==> src/rtl/apb_uart_tx_fifo.sv <==
// Purpose: byte FIFO between the APB TX data register and the UART transmitter, with fill status, sticky overflow and a low-watermark interrupt.
// Latency: first-word-fall-through; a byte pushed at edge N is presented on tx_data_o/tx_valid_o right after edge N. irq_o lags count by one cycle.
// Backpressure: push_ready_o drops when full and does not depend on tx_ready_i; a push while full is dropped and sets overflow_o.
module apb_uart_tx_fifo #(
   parameter int DEPTH      = 16,
   parameter int DATA_WIDTH = 8,
   localparam int CNT_W     = $clog2(DEPTH) + 1
) (
   input  logic                  clk,
   input  logic                  reset,
   input  logic                  clr_i,
   input  logic                  push_valid_i,
   input  logic [DATA_WIDTH-1:0] push_data_i,
   output logic                  push_ready_o,
   output logic [DATA_WIDTH-1:0] tx_data_o,
   output logic                  tx_valid_o,
   input  logic                  tx_ready_i,
   output logic [CNT_W-1:0]      count_o,
   output logic                  empty_o,
   output logic                  full_o,
   output logic                  overflow_o,
   input  logic                  cfg_irq_en_i,
   input  logic [CNT_W-1:0]      cfg_thresh_i,
   output logic                  irq_o
);

   localparam int AW = $clog2(DEPTH);

   logic [DATA_WIDTH-1:0] mem [DEPTH];
   logic [AW-1:0]         rd_ptr;
   logic [AW-1:0]         wr_ptr;
   logic [CNT_W-1:0]      count;
   logic                  overflow;
   logic                  irq;
   logic                  push_fire;
   logic                  pop_fire;

   // Flags come only from the registered count, so ready never sees tx_ready_i.
   assign empty_o      = (count == '0);
   assign full_o       = (count == CNT_W'(DEPTH));
   assign push_ready_o = ~full_o;
   assign tx_valid_o   = ~empty_o;
   assign tx_data_o    = mem[rd_ptr];
   assign count_o      = count;
   assign overflow_o   = overflow;
   assign irq_o        = irq;

   assign push_fire = push_valid_i && push_ready_o;
   assign pop_fire  = tx_valid_o && tx_ready_i;

   // Pointer, count and overflow state; a clear wins over any concurrent push or pop.
   always_ff @(posedge clk) begin
      if (reset) begin
         rd_ptr   <= '0;
         wr_ptr   <= '0;
         count    <= '0;
         overflow <= 1'b0;
      end else if (clr_i) begin
         rd_ptr   <= '0;
         wr_ptr   <= '0;
         count    <= '0;
         overflow <= 1'b0;
      end else begin
         if (push_fire) begin
            wr_ptr <= wr_ptr + AW'(1);
         end
         if (pop_fire) begin
            rd_ptr <= rd_ptr + AW'(1);
         end
         if (push_fire && !pop_fire) begin
            count <= count + CNT_W'(1);
         end else if (pop_fire && !push_fire) begin
            count <= count - CNT_W'(1);
         end
         if (push_valid_i && full_o) begin
            overflow <= 1'b1;
         end
      end
   end

   // Storage is not reset; a write only lands when the push is actually accepted.
   always_ff @(posedge clk) begin
      if (!reset && !clr_i && push_fire) begin
         mem[wr_ptr] <= push_data_i;
      end
   end

   // Low-watermark level interrupt, registered from the pre-edge count.
   always_ff @(posedge clk) begin
      if (reset) begin
         irq <= 1'b0;
      end else begin
         irq <= cfg_irq_en_i && (count <= cfg_thresh_i);
      end
   end

endmodule
==> config.mk <==
export PLATFORM = sky130hd
export DESIGN_NAME = apb_uart_tx_fifo
export DESIGN_NICKNAME = d
export VERILOG_FILES = /design/src/rtl/apb_uart_tx_fifo.sv
export SDC_FILE = /design/constraint.sdc
export NUM_CORES = 1
export LEC_CHECK = 0
export ABC_AREA = 1
export BUFFER_PORTS_ARGS = -buffer_cell sky130_fd_sc_hd__buf_4
export CAP_MARGIN = 20
export CORE_ASPECT_RATIO = 1.25
export CORE_MARGIN = 2
export CORE_UTILIZATION = 60
export CTS_BUF_LIST = sky130_fd_sc_hd__clkbuf_4 sky130_fd_sc_hd__clkbuf_8 sky130_fd_sc_hd__clkbuf_16
export CTS_CLUSTER_DIAMETER = 30
export CTS_CLUSTER_SIZE = 10
export DETAILED_ROUTE_END_ITERATION = 8
export PLACE_DENSITY = 0.79
export SYNTH_ARGS = -nofsm -noshare
export SYNTH_HDL_FRONTEND = slang
export SYNTH_SLANG_ARGS = --single-unit
==> constraint.sdc <==
create_clock -name clk -period 2.6 [get_ports clk]
set_input_delay 0.39 -clock clk [delete_from_list [all_inputs] [get_ports clk]]
set_output_delay 0.39 -clock clk [all_outputs]
set_load 0.01 [all_outputs]
After elaboration in Yosys (flattened, before gate mapping)
Memories as Yosys holds them, arrays and structs flattened. A register that Yosys moved wholly into a read port is not among the register bits.
Cells that the tools add are included.
- register bits: 15
- memory bits (writable): 128
- input port bits: 19
- output and inout bits: 19
- logic and storage cells: 35
- memories: 1
- add/subtract/negate cells: 4
- magnitude comparators: 1
- equal/unequal tests: 1
- muxes and demuxes: 6
- bitwise gates (word level): 2
- reductions and logical operators: 15
- memory list (memory ; depth ; width ; rd ports ; clocked after Yosys merged registers in ; write ports ; line ; RTL):
    mem ; 16 ; 8 ; 1 ; 1 ; 1 ; 29 ; logic [DATA_WIDTH-1:0] mem [DEPTH];
- operators by type and width (cell ; count):
    5-bit two-way mux ; 2
    4-bit by 1-bit adder with 4-bit output, second input constant ; 2
    1-bit logical AND ; 8
    4-bit two-way mux ; 2
    5-bit by 1-bit adder with 5-bit output, second input constant ; 1
    5-bit == test, second input constant ; 1
    5-bit less-or-equal comparator ; 1
    5-bit zero test ; 1
    5-bit by 1-bit subtractor with 5-bit output, second input constant ; 1
    1-bit zero test ; 4
    1-bit two-way mux ; 2
    1-bit NOT ; 2
    2-bit nonzero test ; 1
    2-bit OR reduction ; 1

Depth between registers and ports, before layout
Gate-level depths: netlist of run 1.
- depth after elaboration: 7
- gate-level depth with buffers: 14
- gate-level depth less buffers: 14

Worst setup path after synthesis of run 1
No wires, ideal clock.
- path type: flip-flop to flip-flop
- start point: reg count[1], in the netlist count_o[1]
- end point: reg count[3], in the netlist count_o[3]
- library setup time: 0.115 ns
- arrival: 2.036 ns
- required time: 2.485 ns
- slack: 0.448 ns
- cell stages (with the launch flop): 13
- buffers on the path: 0
- clock period less this slack: 2.152 ns
- cells stage by stage: dfxtp_1 > nor2_4 > nand3_4 > nand2_2 > inv_4 > ha_1 > inv_1 > ha_1 > or2_2 > nand3_1 > nand2_1 > o21ai_0 > inv_1
- cells in the longest elaborated chain, start to end: 6
- elaborated cells on any way between the ends: 15
- classes of those cells: add/sub: 2; eq/ne: 1; mux: 2; bitwise: 2; reduce/logical: 8
- RTL lines (element ; line ; RTL):
    start: declaration ; 32 ; logic [CNT_W-1:0] count;
    start signal: assignment ; 71 ; count <= count + CNT_W'(1);
    start signal: assignment ; 73 ; count <= count - CNT_W'(1);
    5-bit == test (*) ; 40 ; assign full_o = (count == CNT_W'(DEPTH));
    1-bit NOT (*) ; 41 ; assign push_ready_o = ~full_o;
    net push_ready_o ; 14 ; output logic push_ready_o,
    1-bit logical AND (*) ; 48 ; assign push_fire = push_valid_i && push_ready_o;
    net push_fire ; 35 ; logic push_fire;
    1-bit zero test ; 72 ; end else if (pop_fire && !push_fire) begin
    1-bit logical AND ; 72 ;
    2-bit nonzero test (no line) ; - ;
The timed path passes the listed nets; every way through them passes the cells marked *. The select of a mux whose other input is x is not followed.
A chain may end at the register's enable or synchronous reset.

==> out/qor.csv, run 1 <==
stage,metric,value,unit
hold_path,worst_hold_path.endpoint,irq_o$_SDFF_PP0_,
floorplan,num_rows,43,
clock_network,cts_max_level,4,
sta,rsz0062_at_grt,no,
sta,min_period,2.44,ns
floorplan,ioPinCount,38,
yosys,seq_area_frac_synth,0.628,
hold_path,min_path_type,input port to flip-flop,
global_route,grt_antenna_before_repair,0,
power,power_per_cell_area,771,mW/mm²
sta,finalMaxSlewViolations,0,
sta,hold_viol_final,0,
floorplan,dieArea,0.0121,mm²
clock_network,clockBufferDepth,2,
global_route,grtUsageTotal,0.259,
yosys,synth_cell_types,24,
clock_network,clk_pin_slew,0.06,ns
hold_path,hold_depth,4,
run_status,status,"complete, no violations",
power,peakVddDrop,0.508,mV
clock_network,numCtsBuffers,17,
yosys,syn_nets,725,
cells_and_area,fin_nets,776,
cells_and_area,finalNonFillerCells,890,
power,p_leak,3.48,nW
cells_and_area,final_cell_mix,"nand2_1, edfxtp_1, inv_1, nand3_1, buf_4",
clock_network,postCtsSetupBuffers,0,
setup_path,cp_slowest_cell,dfxtp_2,
global_route,grt_pass1_wl,23500,µm
placement,port_buffers,37,
setup_path,path_cells,inv_2 > buf_4 > nand2_1 > nand3_1 > nand3_1 > nand3_1 > nand2_1 > buf_4,
hold_path,hold_start,reset,
yosys,netlist_instances,691,
setup_path,endpoint_kind,output port,
clock_network,cts_resized,0,
floorplan,coreArea,0.0110,mm²
sta,finalSetupViolations,0,
routing,postRouteAntennaNets,0,
job,max_cap_viol_count,0,
routing,vias,4805,
setup_path,path_class,flip-flop to output port,
clock_network,ctsRootBufferMaster,clkbuf_16,
global_route,grt_pass1_vias,4819,
setup_path,crit_top_cell,nand3_1,
floorplan,start_util,0.610,
setup_path,required,2.21,ns
power,total_power,6.02,mW
cells_and_area,nFillCells,712,
sta,maxSlewHeadroom,0.437,
clock_network,cts_tree,built,
setup_path,arrival,2.05,ns
setup_path,cpLargestDelayFamily,flip-flops,
global_route,overflow,0,
floorplan,die_w,98.7,µm
yosys,yosys_register_bits,147,
setup_path,cp-start-kind,flip-flop,
cells_and_area,syn_to_final_growth,15.9,%
setup_path,r2r_cells,12,
clock_network,clock_sinks,147,
yosys,syn_area,0.00673,mm²
sta,tightestPinTransition,0.842,ns
setup_path,regToRegSetupSlack,0.30,ns
sta,finalCritPeriodShare,0.939,
setup_path,r2r_end,count_o[3]$_SDFFE_PP0P_,
routing,viasPerCell,5.40,
yosys,avgSynthCellArea,9.74,µm²
clock_network,clock_latency,0.42,ns
cells_and_area,final_layout_size_suffix_gt1_frac,0.140,
routing,drc,0,
setup_path,path_depth,8,
setup_path,worst_path_largest_cell_delay,0.56,ns
setup_path,worstPathMaxFanout,36,
cells_and_area,diodes,0,
placement,dp.cells,858,
sta,finalSetupTns,0,ns
yosys,ys.warnings.count,0,
sta,clock.fmax,0.410,GHz
cells_and_area,layout_commonest_cell,nand2_1,
setup_path,r2r_start,count_o[1]$_SDFFE_PP0P_,
global_route,grt_max_degree,37,
placement,dp_hpwl,9070,µm
routing,drtIter0Drc,422,
floorplan,dieHeight,122,µm
sta,skew,0.00742,ns
routing,drt-pass1-iter-count,5,
placement,gp_congestion,0.849,
routing,post_drt_wl_per_cell,16.5,µm
clock_network,hold_buffers,0,
routing,drt_wl_total,14700,µm
setup_path,crit_buf_inv,3,
==> cells by family (layout without fill, tap and decap cells) <==
logic type | Yosys count | count (layout) | share of synthesized area
compound gates | 16 | 16 | 0.0119
buf+inv | 155 | 219 | 0.0985
simple gates | 355 | 355 | 0.229
xor+xnor | 3 | 3 | 0.00391
fa+ha+maj | 15 | 15 | 0.0290
flops | 147 | 147 | 0.628
==> registers in the layout (all words and copies together) (netlist names), named ones only <==
name,count
count_o,5
irq_o,1
mem,128
overflow_o,1
rd_ptr,4
wr_ptr,4
==> through the flow <==
step / hold slack [ns] / utilization / setup WS (ns) / area [µm²]
2_1_floorplan: 0.478 / - / 0.448 / 6730
3_3_place_gp: 0.461 / 0.649 / 0.375 / 7150
3_5_place_dp: 0.476 / 0.649 / 0.312 / 7150
4_1_cts: 0.201 / 0.707 / 0.175 / 7800
5_1_grt: 0.212 / 0.707 / 0.0320 / 7800
6_report: 0.210 / 0.707 / 0.159 / 7800
==> layout make-up <==
class | instances | area [µm²] | share of cell area
Clock inverter | 8 | 120 | 0.0154
Inverter | 130 | 490 | 0.0629
Clock buffer | 24 | 526 | 0.0674
Multi-Input combinational cell | 389 | 1840 | 0.236
Timing Repair Buffer | 57 | 428 | 0.0549
Tap cell | 135 | 169 | 0.0217
Sequential cell | 147 | 4230 | 0.542
==> Yosys cell counts <==
master    number  area share
nand2_1      194        0.11
edfxtp_1     128        0.57
inv_1        126       0.070
nand3_1      108       0.080
nor2_1        39       0.022
dfxtp_1       19       0.057
buf_2         15       0.011
ha_1          14       0.026
a21oi_1        9      0.0067
buf_6          8       0.013
o21ai_0        7      0.0052
nand2_2        5      0.0046
inv_2          3      0.0017
nand3_4        2      0.0052
nand4_1        2      0.0019
nor2_4         2      0.0033
or2_2          2      0.0019
xor2_1         2      0.0026
buf_1          1     0.00056
clkbuf_1       1     0.00056
fa_1           1      0.0030
inv_4          1     0.00093
nand2_4        1      0.0017
xnor2_1        1      0.0013
==> metal layers <==
metal	vias to the layer above	track usage	wire length [µm]
li1	2307	-	-
met1	2221	0.298	5470
met4	0	0.110	376
met3	43	0.0700	1230
met2	234	0.455	7580
met5	-	0	0
==> worst register-to-register path, cell delays in order (launching register included) <==
cell	delay, ns
dfxtp_1	0.38
nor2_4	0.19
nand3_4	0.12
nand2_2	0.13
inv_4	0.07
ha_1	0.24
inv_1	0.13
ha_1	0.28
or2_2	0.32
nand3_1	0.08
nand2_1	0.05
o21ai_0	0.16
inv_1	0.05
==> worst max-delay path by stage <==
stage	start	end	slack, ns
after global routing	flip-flop	tx_data_o[7]	0.03
after floorplan	count_o[1]$_SDFFE_PP0P_	count_o[3]$_SDFFE_PP0P_	0.45
after CTS	flip-flop	tx_data_o[7]	0.18
final	flip-flop	tx_data_o[7]	0.16
after detailed placement	count_o[1]$_SDFFE_PP0P_	count_o[3]$_SDFFE_PP0P_	0.31
after global placement	count_o[1]$_SDFFE_PP0P_	count_o[3]$_SDFFE_PP0P_	0.37
==> power by group <==
group	switching, mW	internal [mW]
Combinational	0.471	0.287
Sequential	0.0463	2.59
Clock	0.918	1.70
Total	1.43	4.58
Power figures use the tool's default switching activity.
==> run 2, diff against run 1 <==
--- a/config.mk
+++ b/config.mk
@@ -7,15 +7,13 @@
 export LEC_CHECK = 0
 export ABC_AREA = 1
 export BUFFER_PORTS_ARGS = -buffer_cell sky130_fd_sc_hd__buf_4
-export CAP_MARGIN = 20
 export CORE_ASPECT_RATIO = 1.25
 export CORE_MARGIN = 2
 export CORE_UTILIZATION = 60
 export CTS_BUF_LIST = sky130_fd_sc_hd__clkbuf_4 sky130_fd_sc_hd__clkbuf_8 sky130_fd_sc_hd__clkbuf_16
 export CTS_CLUSTER_DIAMETER = 30
-export CTS_CLUSTER_SIZE = 10
 export DETAILED_ROUTE_END_ITERATION = 8
-export PLACE_DENSITY = 0.79
+export PLACE_DENSITY_LB_ADDON = 0.3
 export SYNTH_ARGS = -nofsm -noshare
 export SYNTH_HDL_FRONTEND = slang
 export SYNTH_SLANG_ARGS = --single-unit
==> run 2 against run 1 <==
Die area unchanged. Clock skew is 0.00096 ns lower. Design area down 1.4%. First-iteration DRC count fell by 6.6%. Non-clock buffer count decreased by 5. Critical endpoint is now tx_data_o[0]. Setup slack better by 0.093 ns. Global-route usage increased by 0.083 points. Flip-flop and latch count unchanged. Wire length is essentially flat. Largest cell class unchanged. Critical path type unchanged. Clock power decreased by 15%.
==> out/qor.csv, run 2 (synthesis results as in run 1) <==
stage,metric,value,unit,change
sta,tightestPinTransition,0.725,ns,-0.117 ns
placement,port_buffers,37,,unchanged
sta,clock.fmax,0.426,GHz,+4.0%
power,p_leak,3.40,nW,-2.4%
sta,maxSlewHeadroom,0.515,,+0.0780
cells_and_area,final_layout_size_suffix_gt1_frac,0.131,,-0.00973
clock_network,cts_max_level,4,,unchanged
setup_path,path_cells,inv_2 > nand3_1 > nand3_1 > nand3_1 > nand2_1 > buf_4,,
setup_path,worstPathMaxFanout,32,,-11%
routing,drt-pass1-iter-count,7,,+2
clock_network,clockBufferDepth,2,,unchanged
power,total_power,5.64,mW,-6.2%
floorplan,dieHeight,122,µm,unchanged
global_route,overflow,0,,unchanged
cells_and_area,finalNonFillerCells,885,,-0.56%
setup_path,arrival,1.96,ns,-0.09 ns
floorplan,ioPinCount,38,,unchanged
cells_and_area,layout.area.seq,0.00423,mm²,unchanged
clock_network,clk_pin_slew,0.06,ns,about the same
routing,viasPerCell,5.33,,-1.2%
hold_path,min_path_type,input port to flip-flop,,
clock_network,hold_buffers,0,,unchanged
routing,drt_wl_total,14600,µm,about the same
cells_and_area,final_cell_mix,"nand2_1, edfxtp_1, inv_1, nand3_1, buf_4",,
global_route,grt_antenna_before_repair,0,,unchanged
sta,finalSetupViolations,0,,unchanged
cells_and_area,layout_commonest_cell,nand2_1,,
clock_network,ctsRootBufferMaster,clkbuf_16,,
routing,drc,0,,unchanged
sta,finalCritPeriodShare,0.903,,-0.0357
floorplan,dieArea,0.0121,mm²,unchanged
setup_path,cp-start-kind,flip-flop,,
cells_and_area,post-route-util,0.697,,-0.0101
setup_path,required,2.21,ns,about the same
placement,dp_hpwl,9610,µm,+6.0%
setup_path,path_class,flip-flop to output port,,
routing,vias,4721,,-1.7%
placement,dp.cells,853,,-0.58%
cells_and_area,top_register,mem,,
power,power_per_cell_area,734,mW/mm²,-4.9%
cells_and_area,diodes,0,,unchanged
placement,gp_congestion,0.816,,-3.9%
floorplan,num_rows,43,,unchanged
setup_path,worst_path_largest_cell_delay,0.45,ns,-0.11 ns
floorplan,die_w,98.7,µm,unchanged
global_route,grt_pass1_wl,23400,µm,-0.44%
sta,min_period,2.35,ns,-0.0929 ns
setup_path,crit_top_cell,nand3_1,,
clock_network,numCtsBuffers,17,,unchanged
clock_network,cts_tree,built,,
global_route,grt_pass1_vias,4586,,-4.8%
run_status,status,"complete, no violations",,
cells_and_area,fin_nets,771,,-0.64%
setup_path,cp_slowest_cell,inv_2,,
setup_path,endpoint_kind,output port,,
sta,skew,0.00646,ns,-0.000964 ns
cells_and_area,syn_to_final_growth,14.3,%,
cells_and_area,largest_reg_flops,128,,unchanged
global_route,grtUsageTotal,0.259,,+0.000825
floorplan,coreArea,0.0110,mm²,unchanged
floorplan,start_util,0.610,,unchanged
sta,hold_viol_final,0,,unchanged
routing,post_drt_wl_per_cell,16.5,µm,+0.51%
power,peakVddDrop,0.562,mV,+11%
cells_and_area,multi_input_area,0.00184,mm²,unchanged
cells_and_area,nFillCells,803,,+13%
sta,finalSetupTns,0,ns,unchanged
routing,postRouteAntennaNets,0,,unchanged
clock_network,postCtsSetupBuffers,0,,unchanged
job,max_cap_viol_count,0,,unchanged
clock_network,cts_resized,0,,unchanged
clock_network,clock_latency,0.42,ns,about the same
sta,finalMaxSlewViolations,0,,unchanged
clock_network,clock_sinks,147,,unchanged
global_route,grt_max_degree,65,,+76%
sta,rsz0062_at_grt,no,,
routing,drtIter0Drc,394,,-6.6%
==> run 2: cell count changes in the layout (fill, tap and decap cells not counted), sizes merged <==
cell	delta
buf	-5
bufinv	-2
clkbuf	-6
clkinv	+2
clkinvlp	+4
inv	+2
==> run 2: final timing paths <==
| check | start | to | slack [ns] | depth (start not counted) |
|---|---|---|---|---|
| setup / recovery | flip-flop | tx_data_o[0] | 0.25 | 6 |
| hold / removal | cfg_irq_en_i | irq_o$_SDFF_PP0_ | 0.21 | 3 |
| setup reg to reg | count_o[0]$_SDFFE_PP0P_ | count_o[3]$_SDFFE_PP0P_ | 0.28 | 12 |
| hold reg to reg | overflow_o$_SDFFE_PP0P_ | overflow_o$_SDFFE_PP0P_ | 0.50 | 2 |
==> run 2: routing by layer <==
layer	up-vias	global-route usage	wire length, µm
met1	2243	0.306	5800
met4	0	0.0882	395
met5	-	0	0
met2	146	0.469	7720
met3	31	0.0587	726
li1	2301	-	-
==> run 2: layout make-up <==
| cell class | count | share of cell area |
|---|---|---|
| Sequential cell | 147 | 0.550 |
| Multi-Input combinational cell | 389 | 0.240 |
| Inverter | 130 | 0.0638 |
| Clock buffer | 18 | 0.0563 |
| Timing Repair Buffer | 52 | 0.0540 |
| Tap cell | 135 | 0.0220 |
| Clock inverter | 14 | 0.0148 |
==> run 2: report_power, final <==
group	internal, mW	switching (mW)	total [mW]	leakage (nW)
sequential	2.59	0.0369	2.63	1.31
combinational	0.291	0.480	0.771	1.84
clock	1.31	0.928	2.24	0.251
total	4.20	1.44	5.64	3.40
==> run 2: per-stage QoR <==
step	worst slack (ns)	cell area, µm²	hold WS [ns]
global placement	0.372	7140	0.461
floorplan	0.448	6730	0.478
global route	0.127	7690	0.228
CTS	0.254	7690	0.199
finish	0.252	7690	0.209
detailed placement	0.299	7140	0.479
==> run 2: critical path, delay by kind of cell, from the launching register on <==
kind                   cells  cell delay, ns
flip-flops                 1            0.34
buffers and inverters      2            0.60
AND/OR/NAND/NOR            4            0.58
==> run 3, diff against run 2 <==
--- a/config.mk
+++ b/config.mk
@@ -9,7 +9,7 @@
 export BUFFER_PORTS_ARGS = -buffer_cell sky130_fd_sc_hd__buf_4
 export CORE_ASPECT_RATIO = 1.25
 export CORE_MARGIN = 2
-export CORE_UTILIZATION = 60
+export CORE_UTILIZATION = 30
 export CTS_BUF_LIST = sky130_fd_sc_hd__clkbuf_4 sky130_fd_sc_hd__clkbuf_8 sky130_fd_sc_hd__clkbuf_16
 export CTS_CLUSTER_DIAMETER = 30
 export DETAILED_ROUTE_END_ITERATION = 8
==> run 3 against run 2 <==
Cell count is 18% higher. Flip-flop and latch count stayed put. Design area is 4.5% higher. Critical endpoint is now tx_data_o[1]. Register-to-register slack worse by 0.04 ns. Via count is 4.0% lower. First-iteration DRC count is 11% lower. Setup slack worse by 0.019 ns. Largest cell class unchanged. Clock skew is 0.0023 ns higher.
==> out/qor.csv, run 3 (synthesis results as in run 1) <==
stage,metric,value,unit,change
sta,finalMaxSlewViolations,0,,unchanged
setup_path,r2r_end,count_o[3]$_SDFFE_PP0P_,,
cells_and_area,fin_nets,780,,+1.2%
global_route,grtUsageTotal,0.136,,-0.123
cells_and_area,largest_reg_flops,128,,unchanged
clock_network,postCtsSetupBuffers,0,,unchanged
cells_and_area,post-route-util,0.363,,-0.334
clock_network,hold_buffers,0,,unchanged
placement,dp.cells,1010,,+18%
cells_and_area,syn_to_final_growth,19.4,%,
floorplan,dieArea,0.0237,mm²,+96%
power,peakVddDrop,0.483,mV,-14%
clock_network,clock_sinks,147,,unchanged
job,max_cap_viol_count,0,,unchanged
hold_path,worst_hold_path.endpoint,irq_o$_SDFF_PP0_,,
cells_and_area,nFillCells,2259,,+180%
routing,viasPerCell,4.35,,-18%
routing,drt_wl_total,15100,µm,+3.0%
global_route,grt_pass1_vias,4317,,-5.9%
floorplan,ioPinCount,38,,unchanged
global_route,grt_antenna_before_repair,0,,unchanged
cells_and_area,layout_commonest_cell,nand2_1,,
clock_network,clockBufferDepth,2,,unchanged
clock_network,cts_tree,built,,
routing,drc,0,,unchanged
clock_network,numCtsBuffers,17,,unchanged
hold_path,hold_start,reset,,
placement,dp_hpwl,9410,µm,-2.1%
placement,gp_congestion,0.779,,-4.5%
placement,port_buffers,37,,unchanged
setup_path,required,2.21,ns,about the same
sta,tightestPinTransition,0.745,ns,+0.0198 ns
power,power_per_cell_area,750,mW/mm²,+2.1%
floorplan,dieHeight,171,µm,+40%
sta,timing.hold.ws,0.207,ns,-0.00177 ns
global_route,grt_pass1_wl,23700,µm,+1.6%
cells_and_area,diodes,0,,unchanged
global_route,grt_max_degree,49,,-25%
routing,vias,4532,,-4.0%
power,p_leak,3.52,nW,+3.5%
floorplan,die_w,138,µm,+40%
sta,clock.fmax,0.423,GHz,-0.80%
setup_path,worstPathMaxFanout,32,,unchanged
run_status,status,"complete, no violations",,
sta,min_period,2.37,ns,+0.0190 ns
placement,placed_area,0.00739,mm²,+3.5%
sta,finalSetupViolations,0,,unchanged
sta,maxSlewHeadroom,0.503,,-0.0120
floorplan,num_rows,61,,+42%
setup_path,arrival,1.98,ns,+0.02 ns
sta,finalCritPeriodShare,0.910,,+0.00732
sta,skew,0.00875,ns,+0.00230 ns
clock_network,cts_resized,0,,unchanged
routing,post_drt_wl_per_cell,14.5,µm,-13%
routing,postRouteAntennaNets,0,,unchanged
clock_network,ctsRootBufferMaster,clkbuf_16,,
routing,drt-pass1-iter-count,5,,-2
clock_network,clk_pin_slew,0.06,ns,about the same
floorplan,start_util,0.304,,-0.306
setup_path,regToRegSetupSlack,0.24,ns,-0.04 ns
global_route,overflow,0,,unchanged
setup_path,endpoint_kind,output port,,
cells_and_area,final_cell_mix,"nand2_1, edfxtp_1, inv_1, nand3_1, buf_4",,
sta,finalSetupTns,0,ns,unchanged
sta,hold_viol_final,0,,unchanged
setup_path,cp-start-kind,flip-flop,,
setup_path,r2r_start,count_o[1]$_SDFFE_PP0P_,,
routing,drtIter0Drc,352,,-11%
setup_path,r2r_cells,12,,unchanged
cells_and_area,final_area,0.00804,mm²,+4.5%
cells_and_area,finalNonFillerCells,1042,,+18%
clock_network,cts_max_level,4,,unchanged
hold_path,hold_depth,4,,+1
floorplan,coreArea,0.0221,mm²,+100%
sta,rsz0062_at_grt,no,,
cells_and_area,top_register,mem,,
cells_and_area,final_layout_size_suffix_gt1_frac,0.145,,+0.0143
clock_network,clock_latency,0.42,ns,about the same
hold_path,min_path_type,input port to flip-flop,,
setup_path,path_class,flip-flop to output port,,
-- run 3: cell types whose count changed in the layout (fill, tap and decap cells not counted), moves of 3 or more --
| cell | previous run | this run |
|---|---|---|
| clkbuf_8 | 0 | 3 |
| clkinv_1 | 3 | 0 |
| bufinv_16 | 1 | 4 |
| buf_4 | 50 | 59 |
| clkinvlp_4 | 6 | 0 |
-- run 3: final cells by class --
| type | instances | area (µm²) | area share |
|---|---|---|---|
| Clock buffer | 23 | 489 | 0.0609 |
| Multi-Input combinational cell | 389 | 1840 | 0.229 |
| Inverter | 130 | 490 | 0.0610 |
| Clock inverter | 9 | 153 | 0.0190 |
| Timing Repair Buffer | 61 | 483 | 0.0601 |
| Sequential cell | 147 | 4230 | 0.526 |
| Tap cell | 283 | 354 | 0.0441 |
-- run 3: worst max-delay path by stage --
stage | start | end | slack (ns) | cells past startpoint
6_report | flip-flop | tx_data_o[1] | 0.23 | 6
5_1_grt | flip-flop | tx_data_o[0] | 0.07 | 6
4_1_cts | flip-flop | tx_data_o[1] | 0.15 | 6
3_5_place_dp | count_o[1]$_SDFFE_PP0P_ | count_o[3]$_SDFFE_PP0P_ | 0.28 | 12
3_3_place_gp | count_o[1]$_SDFFE_PP0P_ | count_o[3]$_SDFFE_PP0P_ | 0.31 | 12
2_1_floorplan | count_o[1]$_SDFFE_PP0P_ | count_o[3]$_SDFFE_PP0P_ | 0.45 | 12
-- run 3: metal layers --
layer | vias to the layer above | part of all wire | track usage
met1 | 2096 | 0.44 | 0.171
li1 | 2321 | - | -
met5 | - | 0 | 0
met3 | 9 | 0.044 | 0.0318
met4 | 0 | 0.013 | 0.0528
met2 | 106 | 0.50 | 0.226
-- run 3: through the flow --
step / power (mW) / worst slack (ns)
floorplan: 3.19 / 0.448
global placement: 3.46 / 0.313
CTS: 6.09 / 0.151
global route: 6.29 / 0.0736
finish: 6.02 / 0.233
detailed placement: 3.47 / 0.277
-- run 3: power by group --
part	internal, mW	switching [mW]
logic	0.294	0.483
registers	2.59	0.0412
clock network	1.71	0.900
total	4.60	1.42
-- run 3: critical path, cell delays in order, from the launching register on --
cell	delay, ns
dfxtp_1	0.32
inv_2	0.50
nand3_1	0.18
nand3_1	0.11
nand3_1	0.14
nand2_1	0.16
buf_4	0.14
